**src/rtl/float_op_arbiter.sv**
```systemverilog
// Round-robin arbiter sharing one AddFloat core among NREQ requesters.
// Snapshots the winner's operands, runs the level dataIn/dataOut handshake, and returns the result with a done pulse.

module float_op_arbiter_lane #(
    parameter int IW  = 2,
    parameter int IDX = 0
) (
    input  logic          req,
    input  logic [IW-1:0] start,
    input  logic [31:0]   x_slice,
    input  logic [31:0]   y_slice,
    output logic          hi,
    output logic [31:0]   x,
    output logic [31:0]   y
);
    // hi marks a request at or after the rotating start point
    assign hi = req && (IW'(IDX) >= start);
    assign x  = x_slice;
    assign y  = y_slice;
endmodule

module float_op_arbiter #(
    parameter int NREQ    = 4,
    parameter int TIMEOUT = 64
) (
    input  logic              clk,
    input  logic              rst,
    input  logic [NREQ-1:0]   req,
    input  logic [NREQ-1:0]   sub_in,
    input  logic [32*NREQ-1:0] x_in,
    input  logic [32*NREQ-1:0] y_in,
    output logic [NREQ-1:0]   done,
    output logic [31:0]       result,
    output logic              err,
    output logic              busy,
    output logic              core_dataIn,
    output logic              core_sub,
    output logic [31:0]       core_x,
    output logic [31:0]       core_y,
    input  logic              core_dataOut,
    input  logic [31:0]       core_result
);
    localparam int          IW   = $clog2(NREQ);
    localparam int          CW   = $clog2(TIMEOUT);
    localparam logic [31:0] QNAN = 32'h7FC0_0000;

    typedef enum logic [1:0] {IDLE, WAIT, GAP} state_t;

    state_t                 state;
    logic [IW-1:0]          last, gnt, start, win, hi_idx, lo_idx;
    logic [CW-1:0]          cnt;
    logic [NREQ-1:0]        hi;
    logic [NREQ-1:0][31:0]  xa, ya;

    assign start = (last == IW'(NREQ-1)) ? '0 : last + 1'b1;

    genvar i;
    generate
        for (i = 0; i < NREQ; i++) begin : g_lane
            float_op_arbiter_lane #(.IW(IW), .IDX(i)) u_lane (
                .req     (req[i]),
                .start   (start),
                .x_slice (x_in[32*i +: 32]),
                .y_slice (y_in[32*i +: 32]),
                .hi      (hi[i]),
                .x       (xa[i]),
                .y       (ya[i])
            );
        end
    endgenerate

    // Lowest index at/after start wins; otherwise wrap to the lowest overall.
    always_comb begin
        hi_idx = '0;
        lo_idx = '0;
        for (int k = NREQ-1; k >= 0; k--) begin
            if (hi[k])  hi_idx = IW'(k);
            if (req[k]) lo_idx = IW'(k);
        end
        win = (|hi) ? hi_idx : lo_idx;
    end

    always_ff @(posedge clk) begin
        if (rst) begin
            state       <= IDLE;
            last        <= IW'(NREQ-1);
            gnt         <= '0;
            cnt         <= '0;
            done        <= '0;
            err         <= 1'b0;
            busy        <= 1'b0;
            result      <= '0;
            core_dataIn <= 1'b0;
            core_sub    <= 1'b0;
            core_x      <= '0;
            core_y      <= '0;
        end else begin
            case (state)
                IDLE: begin
                    if (|req) begin
                        gnt         <= win;
                        last        <= win;
                        core_x      <= xa[win];
                        core_y      <= ya[win];
                        core_sub    <= sub_in[win];
                        core_dataIn <= 1'b1;
                        busy        <= 1'b1;
                        cnt         <= '0;
                        state       <= WAIT;
                    end
                end
                WAIT: begin
                    cnt <= cnt + 1'b1;
                    if (core_dataOut) begin
                        result      <= core_result;
                        done        <= NREQ'(1) << gnt;
                        core_dataIn <= 1'b0;
                        state       <= GAP;
                    end else if (!req[gnt]) begin
                        core_dataIn <= 1'b0;
                        state       <= GAP;
                    end else if (cnt == CW'(TIMEOUT-1)) begin
                        result      <= QNAN;
                        done        <= NREQ'(1) << gnt;
                        err         <= 1'b1;
                        core_dataIn <= 1'b0;
                        state       <= GAP;
                    end
                end
                GAP: begin
                    // One idle cycle with dataIn low so the core's input flag clears
                    done  <= '0;
                    err   <= 1'b0;
                    busy  <= 1'b0;
                    state <= IDLE;
                end
                default: state <= IDLE;
            endcase
        end
    end
endmodule
```
**config.mk**
```make
export PLATFORM = sky130hd
export DESIGN_NAME = float_op_arbiter
export DESIGN_NICKNAME = d
export VERILOG_FILES = /design/src/rtl/float_op_arbiter.sv
export SDC_FILE = /design/constraint.sdc
export NUM_CORES = 1
export LEC_CHECK = 0
export CORE_ASPECT_RATIO = 0.75
export CORE_MARGIN = 5
export CORE_UTILIZATION = 38
export CTS_CLUSTER_SIZE = 24
export DETAILED_ROUTE_END_ITERATION = 7
export GPL_TIMING_DRIVEN = 0
export PLACE_DENSITY = 0.79
export SLEW_MARGIN = 20
export SYNTH_ARGS = -nofsm -noshare
export SYNTH_HDL_FRONTEND = slang
export SYNTH_HIERARCHICAL = 1
export SYNTH_SLANG_ARGS = --single-unit
```
**constraint.sdc**
```tcl
create_clock -name clk -period 2.3 [get_ports clk]
set_clock_uncertainty 0.2 [all_clocks]
set_input_delay 0.345 -clock clk [delete_from_list [all_inputs] [get_ports clk]]
set_output_delay 0.345 -clock clk [all_outputs]
set_load 0.01 [all_outputs]
```
# == After elaboration in Yosys (flattened, before gate mapping) ==
# Index checks and enable logic that the tools add are counted.
# totals
out_inout_bits,104
register_bits,116
word_cells,94
# op_classes
shifts,1
n_lt_le_gt_ge,6
reduce_logical,20
muxes,42
n_eq_ne,11
addsub,2
# ops
op,n
$mux 32,5
$bmux 32 s2,2
$mux 2,14
$mux 4,3
$pmux 6 s2,1
$reduce_bool 2->1,5
$mux 1,9
$reduce_and 3->1,3
$ne 2x2->1 const B,4
$pmux 4 s2,1
$reduce_and 2->1,4
$reduce_or 4->1,2
$add 6x1->6 const B,1
$eq 6x6->1 const B,1
$lt 2x3->1 const B,2
$mux 6,1
$ne 3x3->1 const B,2
$pmux 1 s2,3
$bmux 1 s2,2
$eq 2x2->1 const B,2
$ge 1x2->1 const A,2
$ge 2x2->1 const A,2
$logic_and 1x1->1,4
$ne 4x4->1 const B,1
6 further kinds,6

# == Logic depth before layout (Yosys ltp) ==
# Gate-level depths: netlist of run 1.
# logic_depth
word_depth,11
mapped_depth,10

# == Cells and area by module ==
# Netlist of run 1, hierarchy kept.
# by_module_without_submodules
module,cells_per_inst,area_per_inst_um2,seq_area_each_um2,n_inst
float_op_arbiter,594,6336.1,2322.2,1
float_op_arbiter_lane (g_lane[1].u_lane),65,494.2,0.0,1
float_op_arbiter_lane (g_lane[0].u_lane),65,493.0,0.0,1
float_op_arbiter_lane (g_lane[2].u_lane),65,491.7,0.0,1
float_op_arbiter_lane (g_lane[3].u_lane),65,488.0,0.0,1

# == Least setup slack after synthesis of run 1 ==
# No wires, ideal clock.
# synth_timing
path_kind,register -> register
startpoint,register last[0]
endpoint,register core_x[0]
setup_time_ns,0.086
required_time_ns,2.014
n_path_buf,2
synth_period_minus_slack_ns,2.164
path_stages_with_launch,10
arrival_ns,1.878
path_slack_ns,0.136
path_cell_list,dfxtp_1 ha_1 a21boi_2 inv_1 a21oi_1 o22ai_2 buf_6 buf_4 mux2i_1 a221oi_2
# synth_via
word_cells_on_any_way,19
cone_classes,add/sub: 1; order compare: 4; eq/ne: 1; mux: 8; reduce/logical: 5
# synth_rtl
item,line_no,rtl
"start, declared",50,"logic [IW-1:0] last, gnt, start, win, hi_idx, lo_idx;"
"start signal, assigned",86,last <= IW'(NREQ-1);
"start signal, assigned",102,last <= win;
$add 2x1->2 or $eq 2x2->1 (tied branches),55,assign start = (last == IW'(NREQ-1)) ? '0 : last + 1'b1;
$mux 2 *,55,
named net start[1],50,
$ge 2x2->1 *,17,assign hi = req && (IW'(IDX) >= start);
$logic_and 1x1->1 *,17,
named net hi[2],52,logic [NREQ-1:0] hi;
$mux 2 (3 in a row),77,if (hi[k]) hi_idx = IW'(k);
$mux 2 *,80,win = (|hi) ? hi_idx : lo_idx;
$bmux 32 s2 *,103,core_x <= xa[win];
$mux 32 (implied by the code) *,103,
"end signal, assigned",103,
"end, declared",38,"output logic [31:0] core_x,"
# Mark *: on every way through the listed nets, which the timed path passes. The rest lies on a longest branch. The select of a mux whose other input is x is not followed.
# A chain may end at the register's enable or synchronous reset.

# == Worst setup path after layout of run 1 ==
# layout_timing
startpoint,register last[0]
endpoint,register core_y[28]
# layout_via
word_cells_on_any_way,19
cone_classes,add/sub: 1; order compare: 4; eq/ne: 1; mux: 8; reduce/logical: 5
# layout_rtl
item,line_no,rtl
$add 2x1->2 or $eq 2x2->1 (tied branches),55,
$mux 2 *,55,
named net start[1],50,
$ge 1x2->1 *,17,
$logic_and 1x1->1 *,17,
named net hi[0],52,
$reduce_or 4->1 or $mux 2 (tied branches),"80, 77",
$mux 2 *,80,
$bmux 32 s2 *,104,core_y <= ya[win];
$mux 32 (implied by the code) *,104,
"end signal, assigned",104,
"end, declared",39,"output logic [31:0] core_y,"
# Marked as above.

==> impl_metrics.tcl, run 1 <==
set metrics [dict create \
    die-area_um2 24900 \
    worst_pin_slew_ps 734 \
    async_flop_share_pct 0 \
    hold_class "input pin to register" \
    clk_latency_ps 420 \
    max_clock_freq_mhz 429 \
    holdPathStages 3 \
    drtPass1Iterations 4 \
    hpwl_um 20600 \
    rsz0062_at_grt "yes" \
    ys_ff_latch 116 \
    io_pins 403 \
    die-width_um 181 \
    finalPower_mw 9.48 \
    clk_path_buf_depth 2 \
    crit_chain "ha_4 -> nor3b_4 -> nor2_1 -> o21ai_2 -> o22ai_4 -> buf_12 -> buf_12 -> buf_8 -> mux2i_4 -> a221oi_2" \
    setup_viol 12 \
    syn_area_per_cell_um2 9.72 \
    crit_slowest_cell "dfxtp_4" \
    synth_edf_count 0 \
    yosys.area.top_type "dfxtp_1" \
    dp.cells 1287 \
    multi_input_area_um2 4140 \
    violations "setup timing" \
    required_ps 2390 \
    viasPerCell 4.97 \
    drv_slew 0 \
    hold_viol_final 0 \
    power.density_nw_per_um2 825 \
    cpPeakStageDelay_ps 360 \
    syn_area_um2 8300 \
    start_util_pct 39.0 \
    crit_buf_inv 3 \
    regToRegSetupSlack_ps -30 \
    wire_per_inst_um 20.5 \
    antenna_found_initial 0 \
    p_leak_nw 4.82 \
    gp_congestion 0.891 \
    grt_pass1_wl_um 40800 \
    ff2ff_path_depth 10 \
    cts-root-buf "clkbuf_16" \
    fillers 1838 \
    cts.sinks 116 \
    cpLargestDelayFamily "buffers and inverters" \
    ys_seq_area_share_pct 28.0 \
    worst_ir_drop_vdd_v 0.000435 \
    grt_max_degree 17 \
    drt_iter0_drc 220 \
    core_region_area_um2 21300 \
    status "complete, but fails checks" \
    std_cell_rows 46 \
    synth_cell_types 45 \
    synth_warnings 6 \
    fin_cells 1332 \
    crit_type "register to register" \
    vias 6625 \
    fin_crit_sh_pct 101 \
    clk_pin_slew_ps 60 \
    synthCells 854 \
    cts_buffers 17 \
    ctsHoldBuffers 0 \
    ys.flop_type "dfxtp_1" \
    worstSetupStartpointType "register" \
    grtUsageTotal_pct 20.5 \
    cp-end-kind "register" \
    ff_latch_area_um2 2330 \
    cts_tree "yes" \
    max_slew_margin_pct 51.0 \
    die_y_um 138 \
    grt_pass1_vias 7035 \
    max_cap_violations 0 \
    cp.arrival_ps 2420 \
    drive_above_1_share_pct 46.6 \
    fin_crit_ps 2330 \
    overflow 0 \
    cp.depth 10 \
    h-tree-depth 4 \
    area_growth_pct 38.4 \
    io_buffers 145 \
    cpMostUsedCell "buf_12" \
    drt_wl_total_um 27300 \
    nNetsFinal 1332 \
    num_antenna_cells 0 \
    ant_nets 0 \
    setup_ws_ps -32.3 \
    yosys-top-cells-area "dfxtp_1, buf_4, mux2i_1, a221oi_2, o21bai_1" \
    syn-num-nets 1155 \
    cp_max_fo 10 \
    synth_top_area_share_pct 28.0 \
    drc 0 \
]
## routing by layer
metal  GRT usage, %  vias to the layer above  share of wire (%)
met4           5.17                        0                1.4
met2           35.9                      268                 50
li1               -                     3168                  -
met1           24.7                     3165                 41
met5              0                        -                  0
met3           6.27                       24                7.0
## cell usage after synthesis (4+ instances only)
| cell | number |
|---|---|
| nand2_1 | 12 |
| nand3_1 | 8 |
| a22oi_2 | 18 |
| a221oi_2 | 50 |
| buf_6 | 11 |
| inv_1 | 4 |
| dfxtp_1 | 116 |
| a22oi_1 | 5 |
| a221oi_1 | 15 |
| nor3_1 | 12 |
| buf_2 | 13 |
| nor2_1 | 58 |
| mux2i_1 | 130 |
| buf_4 | 268 |
| o21bai_1 | 66 |
| a21oi_1 | 12 |
| clkbuf_1 | 21 |
## repair_timing
action                     4_1_cts  5_1_grt
setup endpoints to repair       68       65
buffers inserted                 9        0
gates cloned                     1        3
gates resized for setup         95       41
pin swaps                        7        5
## layout make-up
cell class | count | area share (%)
Clock buffer | 17 | 3.70
Clock inverter | 15 | 1.35
Buffer | 314 | 21.0
Inverter | 4 | 0.131
Multi-Input combinational cell | 420 | 36.1
Tap cell | 288 | 3.14
Sequential cell | 116 | 20.3
Timing Repair Buffer | 158 | 14.3
## logic make-up after synthesis
kind of cell,count (synthesis),share of synthesized area [%]
simple gates,106,6.00
compound gates,180,22.0
fa+ha+maj,2,0.301
buf+inv,318,27.7
flops,116,28.0
mux,132,16.1
## sequential cells by signal (all words and copies together), names as in the netlist
register     cells
state            2
result          32
done             4
core_y          32
last             2
core_dataIn      1
busy             1
gnt              2
core_x          32
core_sub         1
err              1
cnt              6
## tightest hold or removal path, delay by kind of cell
kind / cells / cell delay (ps)
buffers and inverters: 1 / 100
AOI/OAI and AO/OA: 1 / 90
muxes: 1 / 110
## final timing paths
path / from / endpoint
hold reg to reg: done[1] / done[1]
setup reg to reg: last[0] / core_y[28]
hold / removal: x_in[14] / core_x[14]
setup / recovery: last[0] / core_y[28]
## report_power, final
group          internal (mW)  switching (mW)  leakage, nW
registers               2.33           0.195        0.958
logic                   2.33            2.02         3.58
clock network           1.45            1.16        0.283
## cells in the final DEF, fill, tap and decap left out, types with 4 or more instances in the layout
cell and n:
clkbuf_1 19, inv_6 5, mux2i_4 18, a221oi_1 9
buf_12 9, buf_2 7, nand2_1 12, nand3_1 8
buf_4 267, nor2_1 57, clkdlybuf4s50_1 145, mux2i_1 75
mux2i_2 37, a21oi_1 10, dfxtp_1 114, nor3_1 12
a221oi_2 56, a22oi_2 18, inv_8 4, a22oi_1 5
o21bai_1 66, clkbuf_16 20, buf_6 15
## per-stage QoR
step / utilization (%) / setup WS (ps) / TNS, ps / instance area (um^2) / hold WS [ps]
after floorplan: - / 136 / 0 / 8300 / 240
after global placement: 47.5 / -882 / -51370 / 10100 / 243
after detailed placement: 47.5 / -786 / -46350 / 10100 / 251
after CTS: 52.7 / -54.4 / -577 / 11200 / 72.3
after global routing: 53.9 / -133 / -5280 / 11500 / 72.3
final: 53.9 / -32.3 / -109 / 11500 / 88.7
No activity file was read; power rests on OpenSTA's default activity.
==> run 2: changes to the inputs <==
CTS_BUF_LIST = sky130_fd_sc_hd__clkbuf_4 sky130_fd_sc_hd__clkbuf_8   (was not set)
==> run 2 against run 1 <==
Effect of this change: the flow still finishes with violations (setup timing); fmax fell by 0.16%; via count is 0.14% lower; die area is the same; sequential share of layout area increased by 0.22 points; cell area is 1.1% lower; power decreased by 7.2%; register-to-register slack about the same; critical endpoint is now core_y[12].
==> impl_metrics.tcl, run 2 (synthesis gave the netlist of run 1 again) <==
set metrics [dict create \
    status "complete, but fails checks" \
    violations "setup timing" \
    drv_slew 0 \
    setup_ws_ps -36.0 \
    crit_chain "ha_4 -> a21boi_2 -> inv_2 -> o21ai_2 -> o22ai_4 -> buf_12 -> buf_12 -> buf_12 -> mux2i_4 -> a221oi_2" \
    clk_latency_ps 450 \
    cp-end-kind "register" \
    final_core_util_pct 53.4 \
    cts_tree "yes" \
    r2r_start "last[1]" \
    viasPerCell 4.96 \
    hold_viol_final 0 \
    die_y_um 138 \
    mostFrequentLayoutCells "buf_4, clkdlybuf4s50_1, dfxtp_1" \
    mostFrequentLayoutCell "buf_4" \
    cp_max_fo 10 \
    drive_above_1_share_pct 47.0 \
    area_growth_pct 36.9 \
    max_clock_freq_mhz 428 \
    cts.sinks 116 \
    fin_crit_ps 2340 \
    drt_wl_total_um 27100 \
    vias 6616 \
    antenna_found_initial 0 \
    io_pins 403 \
    p_leak_nw 4.74 \
    grt_max_degree 17 \
    drt_iter0_drc 242 \
    io_buffers 145 \
    worstSetupStartpointType "register" \
    worst_ir_drop_vdd_v 0.000347 \
    hold_class "input pin to register" \
    gp_congestion 0.891 \
    rsz0062_at_grt "yes" \
    required_ps 2460 \
    reg_top3 "core_x x32, core_y x32, result x32" \
    grt_pass1_wl_um 40600 \
    wire_per_inst_um 20.3 \
    max_slew_margin_pct 51.0 \
    fin_cells 1333 \
    power.density_nw_per_um2 774 \
    worst_pin_slew_ps 735 \
    max_cap_violations 0 \
    ctsHoldBuffers 0 \
    cp.arrival_ps 2490 \
    ant_nets 0 \
    drtPass1Iterations 4 \
    crit_path_start "last[1]" \
    hpwl_um 20600 \
    clk_pin_slew_ps 80 \
    crit_type "register to register" \
    grt_pass1_vias 6997 \
    grtUsageTotal_pct 20.5 \
    cpPeakStageDelay_ps 340 \
    core_region_area_um2 21300 \
    die-area_um2 24900 \
    drc 0 \
    hold_path_startpoint "x_in[5]" \
    nNetsFinal 1333 \
    setup_tns_ps -141 \
    setup_viol 11 \
    clk_path_buf_depth 2 \
    h-tree-depth 4 \
    overflow 0 \
    crit_slowest_cell "dfxtp_2" \
    start_util_pct 39.0 \
    dp.cells 1287 \
    num_antenna_cells 0 \
    cpMostUsedCell "buf_12" \
    cts_buffers 17 \
    std_cell_rows 46 \
    cts-root-buf "clkbuf_8" \
    fin_crit_sh_pct 102 \
    die-width_um 181 \
]
run 2: changes by cell type in the layout (fill, tap and decap cells not counted), sizes merged:
| cell | change |
|---|---|
| clkbuf | -3 |
| buf | +4 |
run 2: metal layers:
| metal | part of all wire (%) | vias to the layer above | track usage (%) |
|---|---|---|---|
| met5 | 0 | - | 0 |
| met3 | 7.1 | 33 | 6.00 |
| met4 | 1.8 | 0 | 5.65 |
| met2 | 50 | 264 | 35.8 |
| li1 | - | 3169 | - |
| met1 | 41 | 3150 | 24.6 |
run 2: what timing repair did:
action,4_1_cts,5_1_grt
pin swaps,11,7
endpoints found under the hold margin,0,0
setup buffers,9,3
setup endpoints to repair,68,67
resized for setup,92,57
gates cloned,1,1
run 2: cell type report:
class                           instances  area [um^2]
Clock inverter                         15          155
Fill cell                            1831         9930
Inverter                                4         15.0
Timing Repair Buffer                  159         1620
Buffer                                314         2430
Multi-Input combinational cell        420         4220
Tap cell                              288          360
Sequential cell                       116         2330
Clock buffer                           17          234
run 2: worst max-delay path, delay by kind of cell (launching register included):
kind            cells  cell delay (ps)
compound gates      4              700
buf+inv             4              520
flops               1              340
fa+ha+maj           1              270
mux                 1              190
run 2: power by group:
part / switching [mW] / leakage, nW / internal [mW]
Clock: 1.08 / 0.195 / 0.812
Sequential: 0.191 / 0.958 / 2.33
Combinational: 2.04 / 3.58 / 2.35
Total: 3.30 / 4.74 / 5.50
run 2: path summary, 6_finish.rpt:
kind	to	depth (start not counted)	slack (ps)
worst min register to register	done[1]	2	260
worst max register to register	core_y[12]	10	-40
worst max-delay path	core_y[12]	10	-40
worst min-delay path	core_x[5]	3	60
run 2: per-stage QoR:
step	cell area, um^2	total power, mW	hold WS (ps)	worst slack (ps)
6_report	11400	8.80	59.7	-36.0
4_1_cts	11000	8.58	27.3	-58.7
3_3_place_gp	10100	6.11	243	-882
3_5_place_dp	10100	6.15	251	-786
2_1_floorplan	8300	4.86	240	136
5_1_grt	11400	9.24	23.3	-127
